===== src/rtl/divider_iter.sv =====
// divider_iter -- iterative 32-bit integer divider (radix-2 restoring).
// Performs DIV / DIVU / REM / REMU, one quotient bit per cycle (32 cycles).
// A zero divisor or signed overflow skips the iteration and completes in one cycle.
// Ports:
//   clk, rst           clock, asynchronous active-high reset
//   in_valid/in_ready  request handshake; op/dividend/divisor are sampled on accept
//   flush              synchronous kill of any in-flight or completed operation
//   out_valid/out_ready result handshake; result is 0 whenever out_valid is low
module divider_iter (
    input  logic        clk,
    input  logic        rst,
    input  logic        in_valid,
    output logic        in_ready,
    input  logic [1:0]  op,
    input  logic [31:0] dividend,
    input  logic [31:0] divisor,
    input  logic        flush,
    output logic        out_valid,
    input  logic        out_ready,
    output logic [31:0] result
);

    typedef enum logic [1:0] {IDLE = 2'd0, CALC = 2'd1, DONE = 2'd2} state_t;

    state_t      state, state_nxt;
    logic [4:0]  cnt;
    logic [31:0] quot, rem, dsor;
    logic        sel_rem, neg_res;

    // Request decode: sign handling and the two bypass cases
    logic        signed_op, a_neg, b_neg, by_zero, ovf, accept;
    logic [31:0] a_mag, b_mag;

    always_comb begin
        signed_op = ~op[0];
        a_neg     = signed_op & dividend[31];
        b_neg     = signed_op & divisor[31];
        a_mag     = a_neg ? (32'd0 - dividend) : dividend;
        b_mag     = b_neg ? (32'd0 - divisor)  : divisor;
        by_zero   = (divisor == 32'd0);
        ovf       = signed_op && (dividend == 32'h8000_0000) && (divisor == 32'hFFFF_FFFF);
        accept    = in_valid && (state == IDLE) && !flush;
    end

    // One restoring step: shift {rem,quot} left, trial-subtract on the upper 33 bits
    logic [32:0] shifted;
    logic [33:0] diff;
    logic        ge;
    logic [31:0] rem_step, quot_step;

    always_comb begin
        shifted   = {rem, quot[31]};
        diff      = {1'b0, shifted} - {2'b00, dsor};
        ge        = ~diff[33];
        // Either branch fits in 32 bits: the kept value is always below the divisor
        rem_step  = ge ? diff[31:0] : shifted[31:0];
        quot_step = {quot[30:0], ge};
    end

    // FSM: state register
    always_ff @(posedge clk or posedge rst) begin
        if (rst) state <= IDLE;
        else     state <= state_nxt;
    end

    // FSM: next state (flush outranks accept and out_ready)
    always_comb begin
        state_nxt = state;
        if (flush) begin
            state_nxt = IDLE;
        end else begin
            case (state)
                IDLE:    if (accept) state_nxt = (by_zero || ovf) ? DONE : CALC;
                CALC:    if (cnt == 5'd31) state_nxt = DONE;
                DONE:    if (out_ready) state_nxt = IDLE;
                default: state_nxt = IDLE;
            endcase
        end
    end

    // FSM: outputs, decoded from registered state only
    logic [31:0] mag;
    always_comb begin
        in_ready  = (state == IDLE);
        out_valid = (state == DONE);
        mag       = sel_rem ? rem : quot;
        result    = out_valid ? (neg_res ? (32'd0 - mag) : mag) : 32'd0;
    end

    // Datapath. Bypass cases preload quot/rem with the final answer and clear
    // neg_res so the common output path yields it unchanged.
    always_ff @(posedge clk or posedge rst) begin
        if (rst) begin
            cnt     <= 5'd0;
            quot    <= 32'd0;
            rem     <= 32'd0;
            dsor    <= 32'd0;
            sel_rem <= 1'b0;
            neg_res <= 1'b0;
        end else if (accept) begin
            cnt     <= 5'd0;
            sel_rem <= op[1];
            dsor    <= b_mag;
            if (by_zero) begin
                quot    <= 32'hFFFF_FFFF;
                rem     <= dividend;
                neg_res <= 1'b0;
            end else if (ovf) begin
                quot    <= 32'h8000_0000;
                rem     <= 32'd0;
                neg_res <= 1'b0;
            end else begin
                quot    <= a_mag;
                rem     <= 32'd0;
                // remainder follows dividend sign; quotient negative iff signs differ
                neg_res <= op[1] ? a_neg : (a_neg ^ b_neg);
            end
        end else if (state == CALC) begin
            quot <= quot_step;
            rem  <= rem_step;
            cnt  <= cnt + 5'd1;
        end
    end

endmodule


===== config.mk =====
export PLATFORM = sky130hd
export DESIGN_NAME = divider_iter
export DESIGN_NICKNAME = d
export VERILOG_FILES = /design/src/rtl/divider_iter.sv
export SDC_FILE = /design/constraint.sdc
export NUM_CORES = 1
export LEC_CHECK = 0
export CAP_MARGIN = 20
export CELL_PAD_IN_SITES_DETAIL_PLACEMENT = 1
export CELL_PAD_IN_SITES_GLOBAL_PLACEMENT = 1
export CORE_ASPECT_RATIO = 1.2
export CORE_MARGIN = 2
export CORE_UTILIZATION = 43
export DETAILED_ROUTE_END_ITERATION = 10
export GPL_ROUTABILITY_DRIVEN = 0
export HOLD_SLACK_MARGIN = 0.08
export PLACE_DENSITY_LB_ADDON = 0.1
export SYNTH_ARGS = -nofsm -noshare
export SYNTH_HDL_FRONTEND = slang
export SYNTH_SLANG_ARGS = --single-unit

===== constraint.sdc =====
create_clock -name clk -period 4.7 [get_ports clk]
set_input_delay 0.47 -clock clk [delete_from_list [all_inputs] [get_ports clk]]
set_output_delay 0.47 -clock clk [all_outputs]
set_load 0.01 [all_outputs]

==> results.md <==
* First-pass GRT wire length at 49,800 um
* DR vias at ~9,300
* Post-CTS Setup Bufs at 0
* Antenna diodes at 0
* Die W at 139 um
* Tmin final at ~4.4 ns
* H-tree depth at 3
* GRT Residual Overflow at 0
* Area Overhead vs Synth at 17.0%
* Nets at 1,409
* Worst endpoint data arrival time at just under 4 ns
* Hold_buf cts at 0
* Overall Global Routing Usage at 26.2%
* Max_cap viols at 0
* PD cells at 549 nW/um2
* Max VDD drop at 272 uV
* Row count at 59
* RR Startpoint: quot[31]$_DFFE_PP0P_
* Clock Sinks at 105
* Startpoint Class: flip-flop
* Initial antenna violation count at 0
* Final antenna-violating net count at 0
* Synth warn at 0
* Worst Hold Class: reg2reg
* Most frequent cells in the layout: 155 x nand2_1, 132 x nor2_1, 104 x dfrtp_1, 104 x clkdlybuf4s50_1
* Routed wire length at 30,400 um
* Max_slew headroom at approximately 34%
* CP required at around 4.2 ns
* I/O Buffers at between 100 and 150
* Sequential share of the synthesized area at 28.0%
* F_max at 0.228 GHz
* Worst-Margin Slew at 0.987 ns
* CTS tree: yes
* Clock Skew at 0.0136 ns
* Critical path fanouts, max at 17
* Hold path start: dsor[28]$_DFFE_PP0P_
* Max Slew Vio Count at 0
* Initial cell density of the core at ~44%
* Chip height at 166 um
* Clock Path Buffers at 2
* Pin count of the biggest net entering global routing at 87
* Final Hold Viols at 0
* RSZ-0062 raised after global routing: false
* Drt pass-1 iters at 5
* Finished Core Util at 50.9%
* Die Area at 23,000 um2
* DRC at 0
* Post-Syn Nets at 1,342
* Most common cell after layout, fill and taps aside: nand2_1
* Share of layout cells above drive strength 1 at 6.21%
* Syn Inst Count at 1,232
* Share of the synthesized area in the top cell type at 28.0%
* DR vias/cell at 5.88
* Seq cells post-synth at 105
* Post-Place Worst Slack at 0.542 ns
* Worst-skew pair later-pin latency at 0.35 ns
* Core Area at 21,600 um2
* Syn avg cell area at 7.62 um2
* Reg clk slew, reported paths at approximately 0.070 ns
* Largest cells by area after synthesis: dfrtp_1 28%, nand2_1 6.2%, a21oi_1 5.5%
* WS Path Type: reg2out
* Post-synth ARST share at 100%
* DR iter-0 viols at 494
* Outcome: complete, no violations
* Vias in the first global route at 9,336
* PnR worst setup slack at 0.315 ns
* Post-DP HPWL at 24,100 um
* Clock root cell: clkbuf_16
* Crit. End Element: primary output
* Setup tns final at 0 ns
* Dominant synthesized flop cell: dfrtp_1
* Number of buffers created by CTS at 9
* Final period utilization at 93.3%
* Critical path origin: sel_rem$_DFFE_PP0P_
* Cts repair resizes at 0
* Yosys cell types at 74
* Leak pwr at 0.00441 uW
* I/O pin total at 105
* Wire per inst at 19.2 um
* EDFF count, synth at 0
* Synthesized cell area at 9390 um2
* Area leader, netlist: dfrtp_1
* Final setup fails at 0
-- synthesized netlist by cell type, drive strengths merged, types with 3 or more instances --
cell type and count:
a32oi 6, o21bai 5, or2 4, or4 5, a21oi 104, o41ai 7
ha 38, a31oi 28, o221ai 3, nor2 135, xor2 54, o31ai 26
nand3 15, nor3 57, nand2 155, buf 19, o2111ai 3, dfrtp 105
nor2b 7, o211ai 7, a21o 13, a211oi 12, mux2 11, nor3b 7
nand4 15, o21a 4, nand2b 13, xnor2 58, inv 50, o32ai 5
o21ai 106, a221oi 5, o22ai 3, and3 10, or3 17, mux2i 36
clkbuf 51, nor4 7
-- power breakdown --
part           total, uW  internal [uW]  leakage (uW)  switching, uW
Sequential          1660           1210       0.00127            453
Combinational       3640           1530       0.00301           2120
Clock                724            375      0.000129            348
-- cell type report --
cell class | count | area, um2
Clock buffer | 12 | 246
Multi-Input combinational cell | 1007 | 6320
Timing Repair Buffer | 126 | 1220
Sequential cell | 105 | 2630
Inverter | 50 | 190
Tap cell | 274 | 343
Fill cell | 2693 | 10600
Clock inverter | 4 | 28.8
-- cells by family after synthesis --
logic type | Yosys count | share of synthesized area (%)
and+or+nand+nor | 452 | 22.6
muxes | 47 | 5.16
adders and majority gates | 39 | 5.28
DFF | 105 | 28.0
buffers and inverters | 120 | 5.13
AOI/OAI and AO/OA | 357 | 23.4
xor gates and xnor gates | 112 | 10.4
-- worst paths after layout --
path                                        end  slack [ns]  depth (start not counted)
min in group asynchronous    rem[7]$_DFFE_PP0P_        0.49                          2
setup reg to reg            rem[30]$_DFFE_PP0P_        1.03                         12
hold reg to reg            dsor[28]$_DFFE_PP0P_        0.48                          2
hold / removal             dsor[28]$_DFFE_PP0P_        0.48                          2
max in group asynchronous  dsor[17]$_DFFE_PP0P_        3.36                          3
setup / recovery                     result[28]        0.32                         10
-- critical path, stage by stage (launching register included) --
cell,delay (ns)
dfrtp_4,0.55
mux2i_2,0.32
ha_1,0.23
o221ai_1,0.16
or3_1,0.46
nand2b_1,0.19
or3_1,0.48
o41ai_2,0.42
xor2_1,0.11
nor2_1,0.09
clkdlybuf4s50_1,0.54
-- stage by stage --
stage                     cell area, um2  hold slack (ns)  instances  total power (uW)
after floorplan                     9390            0.450       1232              4190
after global placement             10700            0.462       1561              5120
after detailed placement           10700            0.470       1562              5250
after CTS                          11000            0.488       1578              6000
after global routing               11000            0.500       1578              6540
final                              11000            0.481       1578              6030
-- layer usage --
| metal | track usage, % | up-vias | routed length (um) |
|---|---|---|---|
| met5 | 0 | - | 0 |
| met4 | 7.47 | 0 | 684 |
| met3 | 2.48 | 45 | 948 |
| met2 | 45.4 | 201 | 14700 |
| met1 | 35.0 | 4513 | 14100 |
| li1 | - | 4524 | - |
-- sequential cells by signal, summed over array words and instances, names as in the netlist --
register and flops:
sel_rem 1, rem 32, dsor 32, cnt 5, quot 32, neg_res 1, state 2
No activity file was read; power rests on OpenSTA's default activity.
